### src/rtl/fb_write_scheduler_if.sv
// Pixel requester bundle for fb_write_scheduler.
// Two requesters share the bundle: bit/field 0 is the tile renderer, bit/field 1 the sprite engine.
// The master side is the renderer pair; the slave side is the scheduler.
interface fb_write_scheduler_if;
    logic [1:0]  req_valid;  // per-requester pixel valid
    logic [15:0] req_x;      // {x1, x0} row index
    logic [17:0] req_y;      // {y1, y0} column index
    logic [15:0] req_color;  // {c1, c0}
    logic [1:0]  req_done;   // level: requester finished this frame
    logic [1:0]  req_ready;  // per-requester accept

    modport master (
        output req_valid,
        output req_x,
        output req_y,
        output req_color,
        output req_done,
        input  req_ready
    );

    modport slave (
        input  req_valid,
        input  req_x,
        input  req_y,
        input  req_color,
        input  req_done,
        output req_ready
    );
endinterface

### src/rtl/fb_write_scheduler.sv
// Write-side scheduler for the ping-pong VGA frame buffer.
// The back bank is written every cycle, so the address is parked on an unused location whenever
// no real write is wanted. Each bank swap triggers a full clear sweep of the new back bank,
// followed by round-robin drawing from the tile renderer (0) and the sprite engine (1).
// Optional build macro: FB_SPRITE_TRANSPARENCY_EN -- sprite pixels of colour 8'h00 are accepted
// but not written. Without it, 8'h00 is an ordinary colour.
module fb_write_scheduler #(
    parameter int unsigned WIDTH     = 264,   // columns per row (y range)
    parameter int unsigned HEIGHT    = 240,   // rows (x range)
    parameter int unsigned ADDR_W    = 16,
    parameter int unsigned PARK_ADDR = 65535  // must lie outside 0..WIDTH*HEIGHT-1
) (
    input  logic                  clk,
    input  logic                  rst_n,
    input  logic                  bank_sel,
    input  logic [7:0]            clear_color,
    fb_write_scheduler_if.slave   pix,
    output logic [ADDR_W-1:0]     addrWrite,
    output logic [7:0]            dataWrite,
    output logic                  busy,
    output logic                  frame_ready,
    output logic [7:0]            overrun_count
);

    localparam int unsigned        NumPix   = WIDTH * HEIGHT;
    localparam logic [ADDR_W-1:0] ParkAddr = ADDR_W'(PARK_ADDR);
    localparam logic [ADDR_W-1:0] LastClr  = ADDR_W'(NumPix - 1);

    typedef enum logic [1:0] {
        StWait,
        StClear,
        StDraw,
        StDone
    } state_e;

    state_e              state_q;
    logic                bank_q;
    logic                rr_last_q;  // index of the most recent winner
    logic [ADDR_W-1:0]   clr_cnt_q;

    logic                swap;
    logic                all_done;
    logic [1:0]          ready;
    logic                accept;
    logic                grant;
    logic [7:0]          sel_x;
    logic [8:0]          sel_y;
    logic [7:0]          sel_c;
    logic                in_range;
    logic                transparent;
    logic                pixel_ok;
    logic [ADDR_W-1:0]   lin_addr;

    assign swap     = (bank_sel != bank_q);
    assign all_done = &pix.req_done;

    // Round-robin grant: a contender yields only when it won last time and the other wants in.
    always_comb begin
        ready = 2'b00;
        if (state_q == StDraw && !all_done) begin
            ready[0] = pix.req_valid[0] & (~pix.req_valid[1] | (rr_last_q != 1'b0));
            ready[1] = pix.req_valid[1] & (~pix.req_valid[0] | (rr_last_q != 1'b1));
        end
    end

    assign pix.req_ready = ready;
    assign accept        = |ready;
    assign grant         = ready[1];

    // Select the winning requester's pixel and form its linear address.
    always_comb begin
        sel_x = grant ? pix.req_x[15:8]      : pix.req_x[7:0];
        sel_y = grant ? pix.req_y[17:9]      : pix.req_y[8:0];
        sel_c = grant ? pix.req_color[15:8]  : pix.req_color[7:0];
        in_range = (32'(sel_x) < HEIGHT) && (32'(sel_y) < WIDTH);
        lin_addr = ADDR_W'(sel_x) * ADDR_W'(WIDTH) + ADDR_W'(sel_y);
`ifdef FB_SPRITE_TRANSPARENCY_EN
        transparent = grant && (sel_c == 8'h00);
`else
        transparent = 1'b0;
`endif
        pixel_ok = in_range && !transparent;
    end

    assign busy        = (state_q == StClear) || (state_q == StDraw);
    assign frame_ready = (state_q == StDone);

    // Control FSM with registered write port; every branch parks unless it issues a real write.
    always_ff @(posedge clk) begin
        if (!rst_n) begin
            state_q       <= StWait;
            bank_q        <= bank_sel;
            rr_last_q     <= 1'b1;
            clr_cnt_q     <= '0;
            addrWrite     <= ParkAddr;
            dataWrite     <= 8'h00;
            overrun_count <= 8'h00;
        end else begin
            bank_q    <= bank_sel;
            addrWrite <= ParkAddr;
            dataWrite <= 8'h00;
            if (accept) begin
                rr_last_q <= grant;
            end
            if (swap) begin
                // A swap always restarts the clear; any pixel accepted now is dropped.
                if ((state_q == StClear || state_q == StDraw) && overrun_count != 8'hFF) begin
                    overrun_count <= overrun_count + 8'd1;
                end
                state_q   <= StClear;
                clr_cnt_q <= '0;
            end else begin
                unique case (state_q)
                    StClear: begin
                        addrWrite <= clr_cnt_q;
                        dataWrite <= clear_color;
                        clr_cnt_q <= clr_cnt_q + ADDR_W'(1);
                        if (clr_cnt_q == LastClr) begin
                            state_q <= StDraw;
                        end
                    end
                    StDraw: begin
                        if (all_done) begin
                            state_q <= StDone;
                        end else if (accept && pixel_ok) begin
                            addrWrite <= lin_addr;
                            dataWrite <= sel_c;
                        end
                    end
                    default: begin
                        // WAIT and DONE hold the park address.
                    end
                endcase
            end
        end
    end

endmodule

### src/flat_wrapper.sv
// flat-port wrapper written by rule: the top's interface ports become plain ports
module fb_write_scheduler_flat 
#(
    parameter int unsigned WIDTH     = 264,                               
    parameter int unsigned HEIGHT    = 240,                    
    parameter int unsigned ADDR_W    = 16,
    parameter int unsigned PARK_ADDR = 65535                                       
)
  (clk, rst_n, bank_sel, clear_color, addrWrite, dataWrite, busy, frame_ready, overrun_count, pix_req_valid, pix_req_x, pix_req_y, pix_req_color, pix_req_done, pix_req_ready);
  fb_write_scheduler_if pix_i ();
  input  logic clk;
  input  logic rst_n;
  input  logic bank_sel;
  input  logic [7:0] clear_color;
  output logic [ADDR_W-1:0] addrWrite;
  output logic [7:0] dataWrite;
  output logic busy;
  output logic frame_ready;
  output logic [7:0] overrun_count;
  input wire logic [$bits(pix_i.req_valid)-1:0] pix_req_valid;
  input wire logic [$bits(pix_i.req_x)-1:0] pix_req_x;
  input wire logic [$bits(pix_i.req_y)-1:0] pix_req_y;
  input wire logic [$bits(pix_i.req_color)-1:0] pix_req_color;
  input wire logic [$bits(pix_i.req_done)-1:0] pix_req_done;
  output wire logic [$bits(pix_i.req_ready)-1:0] pix_req_ready;
  assign pix_i.req_valid = pix_req_valid;
  assign pix_i.req_x = pix_req_x;
  assign pix_i.req_y = pix_req_y;
  assign pix_i.req_color = pix_req_color;
  assign pix_i.req_done = pix_req_done;
  assign pix_req_ready = pix_i.req_ready;
  fb_write_scheduler #(.WIDTH(WIDTH), .HEIGHT(HEIGHT), .ADDR_W(ADDR_W), .PARK_ADDR(PARK_ADDR)) u_core (.clk(clk), .rst_n(rst_n), .bank_sel(bank_sel), .clear_color(clear_color), .pix(pix_i), .addrWrite(addrWrite), .dataWrite(dataWrite), .busy(busy), .frame_ready(frame_ready), .overrun_count(overrun_count));
endmodule
### config.mk
export PLATFORM = sky130hd
export DESIGN_NAME = fb_write_scheduler_flat
export DESIGN_NICKNAME = d
export VERILOG_FILES = /design/src/rtl/fb_write_scheduler_if.sv /design/src/rtl/fb_write_scheduler.sv /design/src/flat_wrapper.sv
export SDC_FILE = /design/constraint.sdc
export NUM_CORES = 1
export LEC_CHECK = 0
export BUFFER_PORTS_ARGS = -buffer_cell sky130_fd_sc_hd__buf_4
export CORE_UTILIZATION = 25
export DETAILED_ROUTE_END_ITERATION = 12
export HOLD_SLACK_MARGIN = 0.12
export SLEW_MARGIN = 20
export SYNTH_ARGS = -nofsm -noshare
export SYNTH_HDL_FRONTEND = slang
export SYNTH_SLANG_ARGS = --single-unit
### constraint.sdc
create_clock -name clk -period 4.4 [get_ports clk]
set_clock_uncertainty 0.15 [all_clocks]
set_input_delay 0.22 -clock clk [delete_from_list [all_inputs] [get_ports clk]]
set_output_delay 0.22 -clock clk [all_outputs]
set_load 0.01 [all_outputs]
==> summary.md <==
The run finished with clean final reports. Global routing used 3.56% of the available met3 tracks. Along the worst path, the maximum fanout reaches 15. The post-layout minimum cycle time works out to 4060 ps. The most used flip-flop cell after synthesis is dfxtp_1. The start-to-end type of the worst setup path was reg -> reg. Number of maximum-capacitance violations: 0. The number of buffers and inverters on the critical path came out at 2. TritonCTS built the clock tree. Routed via count: 3149. On the critical path the largest part of the delay comes from adder cells. In the global route stage, met2 resource usage came out at 25.1%. The signal arrival time at the worst endpoint came out at 4080 ps.

The layer with the highest usage after global routing is met2. Setup repair after global routing left no endpoint under its margin. The worst setup path is launched from a register. The sum of negative setup slack came out at 0 ps. The startpoint of the worst-slack reg-to-reg timing path is u_core.state_q[0]. The slowest stage of the critical path is the a2111o_1 cell.

After global routing the overflow that remains totals 0. For this configuration, the core starts out at a cell density of 25.9%. Row generation in the floorplan step produced 40 rows. For this design, the sink count on the clock tree is 52.

For met1 alone, demand over resource in global routing was 17.9%. The floorplan step defined a die boundary enclosing 13000 sq um. The synthesized net count came out at 465. Leaving out fill and tap cells, the most frequent cell in the layout is buf_4. Among the stages of the critical path, the cell type that occurs most often is ha_1. The count of nets left with antenna violations once routing finished came out at 0.

The worst register-to-register path has a depth of 16. After detailed routing, the number of remaining DRC violations is 0. The number of H-tree levels came out at 2. The net count of the finished layout is 578. The synthesized design contains 52 register bits. The hold path endpoint was u_core.dataWrite[5].

The max-slew violation count was 0. The run gives 0 as the number of failing hold endpoints at the final stage. The repair_antennas step left the layout with diodes totalling 0. Yosys mapped a number of flops with a built-in enable equal to 0. The run gives 0 as the number of antenna violations at the first check in global routing.

The post-CTS setup buffer count is 0. For the worst supply voltage drop on vdd, the log shows 0.137 mV. The floorplan step set the die width to 114 um. Post-synthesis average cell area: 8.26 sq um. The areal power density over the cells came out at 271 nW/um^2. Setup violations remaining at the end of the flow were counted as 0. The run gives 24.2% as the part of the power in combinational logic.

The critical path starts at u_core.state_q[0]. The worst hold path was traced through 3 stages. Leaving out filler cells and counting taps, the final layout contains 661. The tools report the cell count after placement as 638. The tools report the worst reg2reg path endpoint as u_core.addrWrite[15]. The post-placement setup slack was 170 ps; the average wire per standard cell was 13.7 um. In this run the count of I/O pins placed on the die edge is 101. Per report_power, the clock group accounts for 33.9% of the total. The run gives 14.4% as the total routing usage reported by global routing. In this run the cell area of the synthesized design comes to 3130 sq um. The first routing iteration left 137 violations. The number of distinct library cells after synthesis was 54. In the layout the commonest cells are 105 x buf_4, 68 x nand2_1, 52 x dfxtp_1, 29 x a21oi_1, 21 x nor2_1.

The total leakage power was 0.00187 uW. The worst hold path belongs to the class in -> reg. The worst path uses 92.3% of the clock period.

STA classifies the critical path endpoint as a register. Once detailed placement completed, the half-perimeter wirelength came to 6.96 mm. For this run, the detailed router's first-pass iteration total came to 4. Using the TritonRoute via totals, the vias-per-cell ratio works out to 4.76. The delay contributed by the slowest stage of the critical path came out at 450 ps. In this run the standard cell core region covers 12100 sq um.

The largest net degree at the start of global routing was 33; the die extent in y was 114 um. Number of filler instances in the final layout: 1272. The fraction of registers with async set/reset was 0%; the worst-case headroom to the max-slew limit was 49.1%. The clock-pin slew on the worst setup and hold paths was 70 ps; the Yosys warning count was 0. The switching power of the nets was 348 uW. After technology mapping, the gate count stands at 379. In the final layout, the multi-input gates occupy 1990 sq um.

The root buffer cell chosen for the clock tree is clkbuf_16. The internal portion of the total power is 841 uW. The first global-routing pass estimated 14.7 mm of wire. The fraction of final layout cells sized beyond drive strength 1 works out to 25.8%. In the final layout, flip-flops and latches occupy 1040 sq um. Sequential elements use 33.2% of the synthesized area. Traced cell by cell, the critical path runs through inv_1 -> ha_1 -> a21boi_2 -> nand2_4 -> inv_4 -> nand2_1 -> nand2_1 -> ha_1 -> ha_1 -> ha_1 -> fa_1 -> xnor2_1 -> a2111o_1 -> a211oi_2 -> and4_1 -> a211oi_2. The switching fraction of total power is 29.2%, and the area growth from synthesis to layout is 40.0%. The least setup slack across all paths after layout was 337 ps. Of the total power, registers draw 41.9%. For the pin with the worst max-slew slack, the measured transition is 763 ps. The source of the worst hold timing path is pix_req_color[5].

Static timing analysis puts the maximum clock frequency at 0.246 GHz. After detailed routing, the total wire length is 9.06 mm. Number of global-route vias before repair: 3014. Data on the critical path is required at its endpoint by 4410 ps. Input and output buffers added on the ports amount to 100.

The setup slack on the worst flop-to-flop path came out at 340 ps. The clock passes through at most 2 buffers. For the number of buffers added by the clock tree synthesis step, the log shows 5. The logs give 0.836 for the final RePlAce weighted congestion and 300 ps for the worst-skew pair later-pin latency.
-- synthesized netlist by cell type, types with 6 or more instances --
| library cell | count | area, sq um |
|---|---|---|
| o211ai_1 | 6 | 45.0 |
| nand2_1 | 68 | 255 |
| nor2_1 | 21 | 78.8 |
| o221ai_1 | 9 | 78.8 |
| clkbuf_1 | 10 | 37.5 |
| a21oi_1 | 30 | 150 |
| o21ai_0 | 17 | 85.1 |
| ha_1 | 19 | 238 |
| inv_1 | 12 | 45.0 |
| nand4_1 | 11 | 68.8 |
| xnor2_1 | 13 | 114 |
| xor2_1 | 17 | 149 |
| and3_1 | 6 | 37.5 |
| nand3_1 | 15 | 75.1 |
| dfxtp_1 | 52 | 1040 |
-- power by group through the flow --
stage | Clock [uW] | Combinational [uW] | Sequential, uW
after CTS | 418 | 288 | 498
after detailed placement | 0 | 278 | 509
after global placement | 0 | 274 | 509
after global routing | 435 | 319 | 500
final | 403 | 288 | 498
after floorplan | 0 | 156 | 514
-- state kept, by name (all words and copies together), names as in the netlist --
name / count
u_core.addrWrite: 16
u_core.clr_cnt_q: 16
u_core.state_q: 2
u_core.dataWrite: 8
u_core.bank_q: 1
u_core.overrun_count: 8
u_core.rr_last_q: 1
-- metrics by stage --
| stage | hold WS [ps] | power (uW) | area [sq um] | utilization [%] |
|---|---|---|---|---|
| 2_1_floorplan | 97.7 | 670 | 3130 | - |
| 3_3_place_gp | 207 | 783 | 4070 | 33.6 |
| 5_1_grt | 145 | 1250 | 4380 | 36.2 |
| 6_report | 108 | 1190 | 4380 | 36.2 |
| 4_1_cts | 123 | 1200 | 4370 | 36.1 |
| 3_5_place_dp | 208 | 787 | 4070 | 33.6 |
-- kinds of logic after synthesis --
group | share of synthesized area [%]
DFF | 33.2
buffers and inverters | 3.52
adders and majority gates | 8.87
xor gates and xnor gates | 8.91
AOI/OAI and AO/OA | 22.5
muxes | 1.60
and+or+nand+nor | 21.4
-- tightest hold or removal path, stage by stage --
cell and delay (ps):
buf_4 80, o221ai_1 90, a21oi_1 130
-- per-layer routing --
metal | share of wire [%] | wire length, um | up-vias
met2 | 47 | 4260 | 103
li1 | - | - | 1583
met5 | 0 | 0 | -
met4 | 0.77 | 70 | 0
met3 | 7.8 | 704 | 6
met1 | 44 | 4020 | 1457
-- what timing repair did --
action                     4_1_cts  5_1_grt
hold buffers                    15        0
hold endpoints to repair        19        0
setup endpoints to repair        0        2
gates resized for setup          0        5
-- worst max path at each step --
stage	to	slack, ps	depth (start not counted)
2_1_floorplan	u_core.addrWrite[14]	370	18
5_1_grt	u_core.addrWrite[15]	40	16
6_report	u_core.addrWrite[15]	340	16
4_1_cts	u_core.addrWrite[14]	170	16
3_5_place_dp	u_core.addrWrite[14]	170	16
3_3_place_gp	u_core.addrWrite[14]	350	17
-- area by class of cell --
| type | instances | area share, % |
|---|---|---|
| multi-input cells | 300 | 45.5 |
| flip-flops and latches | 52 | 23.7 |
| repair buffers | 120 | 21.4 |
| well taps | 168 | 4.79 |
| clock buffers | 5 | 2.85 |
| inverters | 13 | 1.17 |
| clock inverters | 3 | 0.571 |
Note: power is estimated with default switching activity, not from simulation.
